[src/rtl/rf_wb_queue.sv]
// Register-file writeback queue: 4-entry FIFO that retires one write per cycle.
// Optional same-cycle empty-queue bypass enabled by defining WBQ_BYPASS_EN.
module rf_wb_queue (
  input  logic        clk,
  input  logic        rst,
  input  logic        in_valid,
  output logic        in_ready,
  input  logic [4:0]  in_addr,
  input  logic [31:0] in_data,
  output logic        RFWr,
  output logic [4:0]  A3,
  output logic [31:0] WD,
  output logic [2:0]  q_count,
  input  logic [4:0]  chk_addr1,
  input  logic [4:0]  chk_addr2,
  output logic        pend1,
  output logic        pend2
);

  localparam int unsigned Depth = 4;

  logic [1:0]  wr_ptr_q, wr_ptr_d;
  logic [1:0]  rd_ptr_q, rd_ptr_d;
  logic [2:0]  count_q, count_d;
  logic [3:0]  valid_q, valid_d;
  logic [4:0]  addr_q [Depth];
  logic [31:0] data_q [Depth];

  logic handshake;
  logic bypass;
  logic push;
  logic pop;
  logic not_empty;

  assign not_empty = (count_q != 3'd0);
  assign in_ready  = !rst && (count_q < 3'd4);
  assign handshake = in_valid && in_ready;

`ifdef WBQ_BYPASS_EN
  // Bypassed requests go straight to the RF port and are never stored.
  assign bypass = handshake && !not_empty && (in_addr != 5'd0);
`else
  assign bypass = 1'b0;
`endif

  // Writes to register 0 complete the handshake but are dropped.
  assign push = handshake && (in_addr != 5'd0) && !bypass;
  assign pop  = !rst && not_empty;

  always_comb begin
    RFWr = 1'b0;
    A3   = 5'd0;
    WD   = 32'd0;
    if (pop) begin
      RFWr = 1'b1;
      A3   = addr_q[rd_ptr_q];
      WD   = data_q[rd_ptr_q];
    end else if (bypass) begin
      RFWr = 1'b1;
      A3   = in_addr;
      WD   = in_data;
    end
  end

  always_comb begin
    wr_ptr_d = wr_ptr_q;
    rd_ptr_d = rd_ptr_q;
    valid_d  = valid_q;
    count_d  = count_q;
    if (pop) begin
      valid_d[rd_ptr_q] = 1'b0;
      rd_ptr_d          = rd_ptr_q + 2'd1;
    end
    if (push) begin
      valid_d[wr_ptr_q] = 1'b1;
      wr_ptr_d          = wr_ptr_q + 2'd1;
    end
    count_d = count_q + {2'b00, push} - {2'b00, pop};
  end

  always_ff @(posedge clk or posedge rst) begin
    if (rst) begin
      wr_ptr_q <= 2'd0;
      rd_ptr_q <= 2'd0;
      count_q  <= 3'd0;
      valid_q  <= 4'd0;
    end else begin
      wr_ptr_q <= wr_ptr_d;
      rd_ptr_q <= rd_ptr_d;
      count_q  <= count_d;
      valid_q  <= valid_d;
    end
  end

  // Payload is qualified by valid bits, so it carries no reset.
  always_ff @(posedge clk) begin
    if (push) begin
      addr_q[wr_ptr_q] <= in_addr;
      data_q[wr_ptr_q] <= in_data;
    end
  end

  // Hazard check sees stored entries only, never the incoming request.
  always_comb begin
    pend1 = 1'b0;
    pend2 = 1'b0;
    for (int i = 0; i < Depth; i++) begin
      if (valid_q[i] && (addr_q[i] == chk_addr1) && (chk_addr1 != 5'd0)) pend1 = 1'b1;
      if (valid_q[i] && (addr_q[i] == chk_addr2) && (chk_addr2 != 5'd0)) pend2 = 1'b1;
    end
  end

  assign q_count = count_q;

  property p_count_bound;
    @(posedge clk) disable iff (rst) count_q <= 3'd4;
  endproperty
  a_count_bound: assert property (p_count_bound);

  property p_no_push_when_full;
    @(posedge clk) disable iff (rst) (count_q == 3'd4) |-> !push;
  endproperty
  a_no_push_when_full: assert property (p_no_push_when_full);

endmodule
[config.mk]
export PLATFORM = sky130hd
export DESIGN_NAME = rf_wb_queue
export DESIGN_NICKNAME = d
export VERILOG_FILES = /design/src/rtl/rf_wb_queue.sv
export SDC_FILE = /design/constraint.sdc
export NUM_CORES = 1
export LEC_CHECK = 0
export ABC_AREA = 1
export CORE_MARGIN = 2
export CORE_UTILIZATION = 42
export DETAILED_ROUTE_END_ITERATION = 6
export PLACE_DENSITY_LB_ADDON = 0.15
export REMOVE_ABC_BUFFERS = 1
export SYNTH_ARGS = -nofsm -noshare
export SYNTH_HDL_FRONTEND = slang
export SYNTH_SLANG_ARGS = --single-unit
[constraint.sdc]
create_clock -name clk -period 7.6 [get_ports clk]
set_input_delay 1.52 -clock clk [delete_from_list [all_inputs] [get_ports clk]]
set_output_delay 1.52 -clock clk [all_outputs]
set_load 0.02 [all_outputs]
Word level (Yosys, flattened, before mapping)

Memory sizes are Yosys's and may differ from the RTL's.
Cells that the tools add are included.

Memory bits (read-only): 0
Memories: 2
Register bits after elaboration: 11
RAM bits: 148
Output and inout port bits: 44
Logic and storage cells: 72
Latch bits: 0
Input bits: 50

Shifts and indexed selects: 0
Eq/ne operators: 8
Bitwise logic cells: 3
Mux-type cells: 19
Reductions and logical operators: 27
Order comparisons: 5
$add $sub $neg: 4
Multiply operators: 0
Divide/modulo/power cells: 0

Memories:

| name   | depth | width | rd ports | clocked after memory_dff | wr ports | RTL line | text |
|---|---|---|---|---|---|---|---|
| data_q | 4     | 32    | 1        | 0                        | 1        | 27       | `logic [31:0] data_q [Depth];` |
| addr_q | 4     | 5     | 5        | 0                        | 1        | 26       | `logic [4:0] addr_q [Depth];` |

Operators by type and width:

| operator            | count |
|---|---|
| $eq 5x5->1          | 8 |
| $mux 32             | 1 |
| $logic_and 1x1->1   | 22 |
| $reduce_bool 5->1   | 3 |
| $mux 1              | 13 |
| $mux 4              | 2 |
| $lt 2x3->1 const B  | 2 |
| $mux 5              | 1 |
| $add 2x1->2 const B | 2 |
| $and 4x4->4         | 1 |
| $demux 1 s2         | 2 |
| $ge 2x1->1 const B  | 2 |
| $not 4->4           | 1 |
| $or 4x4->4          | 1 |
| $add 3x1->3         | 1 |
| $lt 3x3->1 const B  | 1 |
| $reduce_bool 3->1   | 1 |
| $sub 3x1->3         | 1 |
| $logic_not 1->1     | 1 |

Longest topological paths before layout

Gate-level depths: netlist (run 1).

Depth in word-level cells: 9
Mapped depth: 10
Mapped depth without buffers: 9

Worst setup path after synthesis (run 1)

Ideal clock, no wire load.

Kind: in2reg
Start: input rst
End: memory addr_q[0][0] (enable)
Stages: 4
Library setup time: 0.431 ns
Required time: 7.169 ns
Buffers on the path: 1
Path slack: 3.362 ns
Arrival: 3.806 ns
Path through: nor2_1 -> nand3_1 -> buf_4 -> nor2_1

Longest elaborated chain between the ends: 6

RTL lines:

| what                         | RTL line | text |
|---|---|---|
| start: declaration           | 5        | `input logic rst,` |
| $logic_not 1->1 (no line)    | -        |  |
| $logic_and 1x1->1            | 36       | `assign in_ready = !rst && (count_q < 3'd4);` |
| $logic_and 1x1->1            | 37       | `assign handshake = in_valid && in_ready;` |
| $logic_and 1x1->1            | 47       | `assign push = handshake && (in_addr != 5'd0) && !bypass;` |
| $mux 1                       | 97       | `if (push) begin` |
| $mux 1 (implied by the code) | 98       | `addr_q[wr_ptr_q] <= in_addr;` |
| end: declaration             | 26       |  |

Every way passes these cells.

Worst setup path in the final report (run 1)

Start: input rst
End: output WD[12]

Longest elaborated chain between the ends: 3

RTL lines:

| what                      | RTL line | text |
|---|---|---|
| $logic_not 1->1 (no line) | -        |  |
| $logic_and 1x1->1         | 48       | `assign pop = !rst && not_empty;` |
| $mux 32                   | 54       | `if (pop) begin` |
| end: declaration          | 12       | `output logic [31:0] WD,` |

Every way passes these cells.

==> results of run 1 <==
power by group:
part	leakage (uW)	internal (uW)	switching [uW]
Sequential	0.00147	1050	46.1
Combinational	0.00152	395	676
Clock	0.000287	544	323
Total	0.00327	1990	1050
state kept, by name (all words and copies together) (netlist names):
| name | count |
|---|---|
| data_q | 128 |
| addr_q | 20 |
| valid_q | 4 |
| q_count | 3 |
| rd_ptr_q | 2 |
| wr_ptr_q | 2 |
worst min-delay path, stage by stage (launching register included):
cell and delay, ns:
dfrtp_1 0.39, nand2_1 0.06, o21ai_0 0.07
layer usage:
| layer | vias up | global-route usage |
|---|---|---|
| li1 | 2475 | - |
| met1 | 2425 | 0.257 |
| met2 | 148 | 0.318 |
| met3 | 18 | 0.0480 |
| met4 | 0 | 0.0485 |
| met5 | - | 0 |
synth_stat cells (all sizes together):
| cell | number |
|---|---|
| dfrtp | 11 |
| o21ai | 81 |
| nand3 | 11 |
| xnor2 | 2 |
| fa | 1 |
| buf | 21 |
| o31ai | 1 |
| nor3 | 3 |
| inv | 41 |
| nor2 | 171 |
| ha | 10 |
| edfxtp | 148 |
| nand2 | 121 |
| o211ai | 1 |
| a21oi | 47 |
| clkbuf | 9 |
| xor2 | 2 |
worst paths after layout:
path                                 start  slack, ns           to
worst max register to register  q_count[2]       5.05   q_count[1]
min in group asynchronous              rst       1.47   q_count[1]
worst min register to register  valid_q[0]       0.56   valid_q[0]
max in group asynchronous              rst       5.76  rd_ptr_q[1]
worst min-delay path            valid_q[0]       0.56   valid_q[0]
worst max-delay path                   rst       2.30       WD[12]
cell type report:
class,count,area [sq um],area share
Clock inverter,12,169,0.0192
Timing Repair Buffer,101,991,0.112
Sequential cell,159,4720,0.536
Multi-Input combinational cell,451,2060,0.234
Clock buffer,19,433,0.0491
Inverter,41,154,0.0175
Tap cell,220,275,0.0312
cells by family after synthesis:
group | after synthesis
and+or+nand+nor | 306
buffers and inverters | 71
xor gates and xnor gates | 4
AOI/OAI and AO/OA | 130
DFF | 159
adders and majority gates | 11
cell usage in the layout, fill, tap and decap left out, types with 5 or more instances in the layout:
cell type        netlist  layout
edfxtp_1             148     148
buf_4                  3       8
clkdlybuf4s50_1        0      93
dfrtp_1               11       9
nand2_1              121     121
o21ai_1               19      19
nand3_1               11      11
nor2_1               171     167
inv_1                 39      39
o21ai_0               62      62
clkbuf_16              0      17
a21oi_1               42      42
a21oi_2                5       5
ha_1                  10      10
through the flow:
step           area, sq um  utilization  hold slack, ns  total power [uW]  std cells
2_1_floorplan         6910            -           0.473              1730        651
3_3_place_gp          8210        0.495           0.518              2180        972
3_5_place_dp          8210        0.495           0.535              2190        972
4_1_cts               8810        0.531           0.551              3060       1003
5_1_grt               8810        0.531           0.594              3210       1003
6_report              8810        0.531           0.556              3030       1003
==> qor.yml, run 1 <==
clock_tree:
  clk_path_buf_depth: 2
  clock_latency_ns: 0.41
  cts_tree: "done"
  postCtsSetupBuffers: 0
  cts_resized: 0
  clockRootBuffer: "clkbuf_16"
  clock-sinks: 159
  htree_levels: 4
  clk_pin_slew_ns: 0.06
  numCtsBuffers: 17
  postCtsHoldBufs: 0
drt:
  vias: 5066
  topRoutingLayerUsed: "met4"
  drt-met1-wl_um: 7610
  postRouteAntennaNets: 0
  drtIter0Drc: 373
  drc: 0
  wirelength_um: 16700
  wl_met3_um: 956
  wl_met2_um: 7940
  viasPerCell: 5.05
  routedWlPerCell_um: 16.6
  first_pass_iters: 5
timing:
  setup_viol: 0
  tightest_slew_ns: 0.886
  rsz0062_at_grt: "no"
  drv_slew: 0
  fin_ws_ns: 2.30
  fmax_mhz: 189
  fin_skew_ns: 0.00683
  post-route-min-period_ns: 5.30
  tns_ns: 0
  finalCritPeriodShare: 0.697
  slew_headroom: 0.409
  hold_viol: 0
floorplan:
  die_h_um: 134
  die_area_sq_mm: 0.0180
  rows: 47
  design.core.area_sq_mm: 0.0166
  start_util: 0.430
  fp.dieW_um: 134
  ioPinCount: 94
synthesis:
  synth-xor-area-share: 0.00492
  synth_simple_gate_area_frac: 0.164
  syn_area_sq_mm: 0.00713
  avgSynthCellArea_sq_um: 10.5
  yosys_warnings: 0
  ys_ff_latch: 159
  ys_seq_area_frac: 0.662
  synth_top_family_by_area: "simple AND/OR/NAND/NOR gates"
  yosys.area_share.adder: 0.0204
  synthMuxAreaShare: 0
  synth_compound_area_frac: 0.0966
  ys_top_cells_by_area: "edfxtp_1 (62%), nor2_1 (9.0%), nand2_1 (6.4%)"
  synth_top_area_frac: 0.624
  synthCells: 681
  synth_top_area_cell: "edfxtp_1"
  synth_cell_type_count: 24
placed_design:
  dp_hpwl_um: 10000
  portBuffers: 93
  globalplace.congestion: 0.832
  preCtsSetupSlack_ns: 2.26
grt:
  grt_first_pass_wirelength_um: 26500
  overflow: 0
  grt_usage: 0.193
  grt_max_degree: 79
  antenna_found_initial: 0
  grt_pass1_vias: 5049
final_layout:
  drive_gt1_frac: 0.0600
  fillers: 1453
  n_antenna_cell: 0
  syn2layout_area_growth_pct: 23.6
  nNetsFinal: 832
setup_path:
  worst-setup-path-type: "in -> out"
  crit_path_top_delay_cell: "clkdlybuf4s50_1"
  max_stage_delay_ns: 0.63
  cp_data_required_time_ns: 6.08
  cp-start-kind: "input pin"
  path_common_cell: "clkdlybuf4s50_1"
  crit_path_end_kind: "primary output"
  path_buf_inv: 4
  crit_family: "buffers and inverters"
  crit_cells: 6
  cp_max_fo: 29
  arrival_ns: 3.78
  crit_path_cell_trace: "clkdlybuf4s50_1, inv_1, o31ai_4, buf_4, a21oi_1, clkdlybuf4s50_1"
  rr_worst_depth: 8
pwr:
  power.density_mw_per_mm2: 344
  p_leak_uw: 0.00327
  peakVddDrop_mv: 0.208
min_path:
  hold_depth: 2
  min_path_type: "reg -> reg"
job:
  drv_cap: 0
status:
  status: "finished, final reports clean"
(Power assumes the default switching activity.)
==> inputs of run 2 (changes only) <==
- clock period: 7.6 -> 4.79 ns (I/O delays scaled with it)
==> qor.yml, run 2 (same netlist as run 1, synthesis figures left out) <==
status:
  status: "finished, final reports clean"
final_layout:
  drive_gt1_frac: 0.0648  # +0.00478
  top_regs: "data_q (128), addr_q (20), valid_q (4)"
  fillers: 1471  # +1.2%
  seq_area_sq_mm: 0.00472  # unchanged
  largest_reg_flops: 128  # unchanged
  top_register: "data_q"
  final_common_cell: "nor2_1"
  multiInputGateArea_sq_mm: 0.00206  # unchanged
  syn2layout_area_growth_pct: 24.8
  nNetsFinal: 835  # +0.36%
  final_cell_mix: "nor2_1 (167), edfxtp_1 (148), nand2_1 (121)"
  n_antenna_cell: 0  # unchanged
setup_path:
  worst-setup-path-type: "in -> out"
  max_stage_delay_ns: 0.66  # +0.03 ns
  path_buf_inv: 4  # unchanged
  path_common_cell: "clkdlybuf4s50_1"
  crit_family: "buffers and inverters"
  cp_data_required_time_ns: 3.83  # -2.25 ns
  cp_max_fo: 22  # -24%
  crit_path_end_kind: "primary output"
  cp-start-kind: "input pin"
  arrival_ns: 2.97  # -0.81 ns
  crit_path_top_delay_cell: "clkdlybuf4s50_1"
  crit_path_cell_trace: "clkdlybuf4s50_1, inv_1, o31ai_4, buf_4, a21oi_1, clkdlybuf4s50_1"
drt:
  drtIter0Drc: 319  # -14%
  first_pass_iters: 4  # -1
  vias: 5031  # -0.69%
  wirelength_um: 16700  # about the same
  postRouteAntennaNets: 0  # unchanged
  drc: 0  # unchanged
  routedWlPerCell_um: 16.6  # -0.40%
  viasPerCell: 5.00  # -1.1%
floorplan:
  design.core.area_sq_mm: 0.0166  # unchanged
  ioPinCount: 94  # unchanged
  die_h_um: 134  # unchanged
  start_util: 0.430  # unchanged
  die_area_sq_mm: 0.0180  # unchanged
  rows: 47  # unchanged
  fp.dieW_um: 134  # unchanged
timing:
  tns_ns: 0  # unchanged
  rsz0062_at_grt: "no"
  fmax_mhz: 255
  post-route-min-period_ns: 3.93
  setup_viol: 0  # unchanged
  tightest_slew_ns: 0.944  # +0.0573 ns
  hold_viol: 0  # unchanged
  drv_slew: 0  # unchanged
  fin_skew_ns: 0.00574  # -0.00109 ns
  finalCritPeriodShare: 0.820
  slew_headroom: 0.371  # -0.0382
placed_design:
  dp_hpwl_um: 10400  # +4.1%
  portBuffers: 93  # unchanged
  globalplace.congestion: 0.840  # +0.97%
clock_tree:
  htree_levels: 4  # unchanged
  clk_pin_slew_ns: 0.06  # about the same
  clock_latency_ns: 0.42  # about the same
  clockRootBuffer: "clkbuf_16"
  postCtsHoldBufs: 0  # unchanged
  postCtsSetupBuffers: 0  # unchanged
  cts_tree: "done"
  numCtsBuffers: 17  # unchanged
  cts_resized: 0  # unchanged
  clk_path_buf_depth: 2  # unchanged
  clock-sinks: 159  # unchanged
pwr:
  peakVddDrop_mv: 0.301  # +45%
  power.total_uw: 4870  # +61%
  power.density_mw_per_mm2: 548  # +59%
  p_leak_uw: 0.00331  # +1.3%
min_path:
  min_path_type: "reg -> reg"
grt:
  grt_first_pass_wirelength_um: 25800  # -2.7%
  grt_max_degree: 79  # unchanged
  antenna_found_initial: 0  # unchanged
  grt_usage: 0.191  # -0.00226
  overflow: 0  # unchanged
  grt_pass1_vias: 4846  # -4.0%
job:
  drv_cap: 0  # unchanged
run 2: through the flow:
| stage | hold WS (ns) | cells | util | cell area, sq um | worst slack (ns) |
|---|---|---|---|---|---|
| 2_1_floorplan | 0.473 | 651 | - | 6910 | 0.782 |
| 3_3_place_gp | 0.519 | 975 | 0.498 | 8270 | 0.852 |
| 3_5_place_dp | 0.523 | 975 | 0.498 | 8270 | 0.865 |
| 4_1_cts | 0.539 | 1007 | 0.536 | 8890 | 0.854 |
| 5_1_grt | 0.599 | 1007 | 0.536 | 8890 | 0.773 |
| 6_report | 0.540 | 1007 | 0.536 | 8890 | 0.861 |
run 2: final cells by class:
class | count | area share
Tap cell | 220 | 0.0310
Clock inverter | 14 | 0.0221
Clock buffer | 18 | 0.0483
Inverter | 41 | 0.0173
Multi-Input combinational cell | 451 | 0.232
Timing Repair Buffer | 104 | 0.118
Sequential cell | 159 | 0.531
run 2: per-layer routing:
layer  GRT usage  part of all wire  vias up
met5           0                 0        -
met4      0.0702             0.021        0
met3      0.0442             0.046       21
met2       0.321              0.50      126
met1       0.241              0.44     2401
li1            -                 -     2483
run 2: path summary, 6_finish.rpt:
check	startpoint	to	slack (ns)	cells after the start
max in group asynchronous	rst	rd_ptr_q[0]	3.67	3
worst max register to register	q_count[2]	q_count[2]	1.92	8
worst max-delay path	rst	WD[12]	0.86	6
worst min-delay path	valid_q[2]	valid_q[2]	0.54	2
min in group asynchronous	rst	q_count[0]	0.94	3
worst min register to register	valid_q[2]	valid_q[2]	0.54	2
run 2: worst register-to-register path: cells and delay by family (launching register included):
kind	cells	cell delay (ns)
fa+ha+maj	3	0.88
compound gates	1	0.85
buf+inv	3	0.44
flops	1	0.46
xor+xnor	1	0.14
run 2: report_power, final:
group          total [uW]  leakage [uW]  switching [uW]  internal [uW]
combinational        1690       0.00154            1050            639
clock                1420      0.000305             507            914
sequential           1760       0.00147             104           1660
==> inputs of run 3 (changes only) <==
- clock period: 4.79 -> 3.8 ns (I/O delays scaled with it)
==> qor.yml, run 3 (same netlist as run 1, synthesis figures left out) <==
status:
  status: "finished, final reports clean"
setup_path:
  r2r_setup_slack_ns: 0.87  # -1.05 ns
  crit_path_top_delay_cell: "clkdlybuf4s50_1"
  max_stage_delay_ns: 0.61  # -0.05 ns
  rr_worst_depth: 8  # unchanged
  cp_data_required_time_ns: 3.04  # -0.79 ns
  cp-start-kind: "input pin"
  cp-startpoint: "chk_addr2[3]"
  crit_path_end_kind: "primary output"
  crit_path_cell_trace: "clkdlybuf4s50_1, inv_1, nand2_1, nand2_1, nor2_1, nand3_1, nand2_1, nor2_1, nor2_1, clkdlybuf4s50_1"
  cp_max_fo: 5  # -77%
  worst-setup-path-type: "in -> out"
  timing.rr.end: "q_count[1]"
  crit_end: "pend2"
  reg2reg_from: "q_count[1]"
  arrival_ns: 2.81  # -0.16 ns
floorplan:
  start_util: 0.430  # unchanged
  rows: 47  # unchanged
  design.core.area_sq_mm: 0.0166  # unchanged
  ioPinCount: 94  # unchanged
  fp.dieW_um: 134  # unchanged
  die_area_sq_mm: 0.0180  # unchanged
  die_h_um: 134  # unchanged
clock_tree:
  postCtsSetupBuffers: 0  # unchanged
  clock_latency_ns: 0.42  # about the same
  clockRootBuffer: "clkbuf_16"
  clk_path_buf_depth: 2  # unchanged
  cts_resized: 0  # unchanged
  numCtsBuffers: 17  # unchanged
  clock-sinks: 159  # unchanged
  htree_levels: 4  # unchanged
  postCtsHoldBufs: 0  # unchanged
  clk_pin_slew_ns: 0.06  # about the same
  cts_tree: "done"
drt:
  viasPerCell: 5.01  # +0.28%
  postRouteAntennaNets: 0  # unchanged
  drtIter0Drc: 324  # +1.6%
  first_pass_iters: 5  # +1
  drc: 0  # unchanged
  wirelength_um: 17300  # +3.9%
  vias: 5090  # +1.2%
  routedWlPerCell_um: 17.1  # +3.0%
timing:
  finalCritPeriodShare: 0.940
  tightest_slew_ns: 0.994  # +0.0506 ns
  hold_viol: 0  # unchanged
  tns_ns: 0  # unchanged
  slew_headroom: 0.337  # -0.0337
  fmax_mhz: 280
  post-route-min-period_ns: 3.57
  rsz0062_at_grt: "no"
  fin_skew_ns: 0.00652  # +0.000775 ns
  setup_viol: 0  # unchanged
  drv_slew: 0  # unchanged
grt:
  grt_max_degree: 41  # -48%
  grt_pass1_vias: 5207  # +7.4%
  grt_usage: 0.201  # +0.0100
  grt_first_pass_wirelength_um: 27500  # +6.5%
  antenna_found_initial: 0  # unchanged
  overflow: 0  # unchanged
pwr:
  power.density_mw_per_mm2: 693  # +27%
  comb_power_share: 0.353  # +0.007
  netSwitchingPower_uw: 2120  # +28%
  peakVddDrop_mv: 0.370  # +23%
  switching_share: 0.340  # about the same
  p_leak_uw: 0.00336  # +1.4%
  p_int_uw: 4110  # +28%
  p_clk_frac: 0.291  # about the same
  seq_power_share: 0.357  # -0.005
final_layout:
  final_cell_mix: "nor2_1 (167), edfxtp_1 (148), nand2_1 (121)"
  top_regs: "data_q (128), addr_q (20), valid_q (4)"
  utilization: 0.541  # +0.00498
  syn2layout_area_growth_pct: 25.9
  stdcell_count: 1016  # +0.89%
  nNetsFinal: 844  # +1.1%
  final_common_cell: "nor2_1"
  n_antenna_cell: 0  # unchanged
  top_register: "data_q"
  drive_gt1_frac: 0.0766  # +0.0118
  largest_reg_flops: 128  # unchanged
min_path:
  min_path_type: "reg -> reg"
placed_design:
  globalplace.congestion: 0.974  # +16%
  dp_cells: 984  # +0.92%
  portBuffers: 93  # unchanged
  dp_hpwl_um: 11400  # +8.9%
job:
  drv_cap: 0  # unchanged
-- run 3: cell count changes in the layout (fill, tap and decap cells not counted), sizes merged --
cell / previous run / this run
inv: 41 / 42
buf: 11 / 20
clkbuf: 18 / 21
clkinv: 9 / 3
clkinvlp: 0 / 2
-- run 3: power by group through the flow --
stage	Clock, uW	Combinational, uW	Sequential [uW]
finish	1810	2190	2220
global route	1900	2430	2240
CTS	1840	2230	2220
detailed placement	0	2210	2260
global placement	0	2180	2250
floorplan	0	1120	2350
-- run 3: critical path: cells and delay by family --
family	cells	cell delay [ns]
AND/OR/NAND/NOR	7	0.73
buffers and inverters	3	1.32
-- run 3: metrics by stage --
step / hold WS (ns) / total power [uW] / instance area [sq um] / worst slack [ns]
finish: 0.549 / 6220 / 8970 / 0.227
global route: 0.608 / 6570 / 8970 / 0.0591
CTS: 0.543 / 6290 / 8970 / 0.217
detailed placement: 0.528 / 4470 / 8350 / 0.265
global placement: 0.526 / 4430 / 8350 / 0.231
floorplan: 0.473 / 3470 / 6910 / -0.00971
-- run 3: worst min-delay path by stage --
stage	end	slack (ns)	start	cells after the start
2_1_floorplan	valid_q[0]	0.47	valid_q[0]	2
4_1_cts	valid_q[2]	0.54	valid_q[2]	2
5_1_grt	valid_q[0]	0.61	valid_q[0]	2
6_report	valid_q[2]	0.55	valid_q[2]	2
3_5_place_dp	valid_q[2]	0.53	valid_q[2]	2
3_3_place_gp	valid_q[2]	0.53	valid_q[2]	2
-- run 3: cell type report --
cell class	count	area, sq um
fillers	1464	7610
well taps	220	275
inverters	41	154
clock inverters	11	188
repair buffers	113	1130
multi-input cells	451	2060
clock buffers	21	440
flip-flops and latches	159	4720
-- run 3: routing by layer --
metal | routed length (um) | GRT usage
met4 | 370 | 0.0778
met1 | 7530 | 0.249
met3 | 879 | 0.0472
met2 | 8550 | 0.341
met5 | 0 | 0
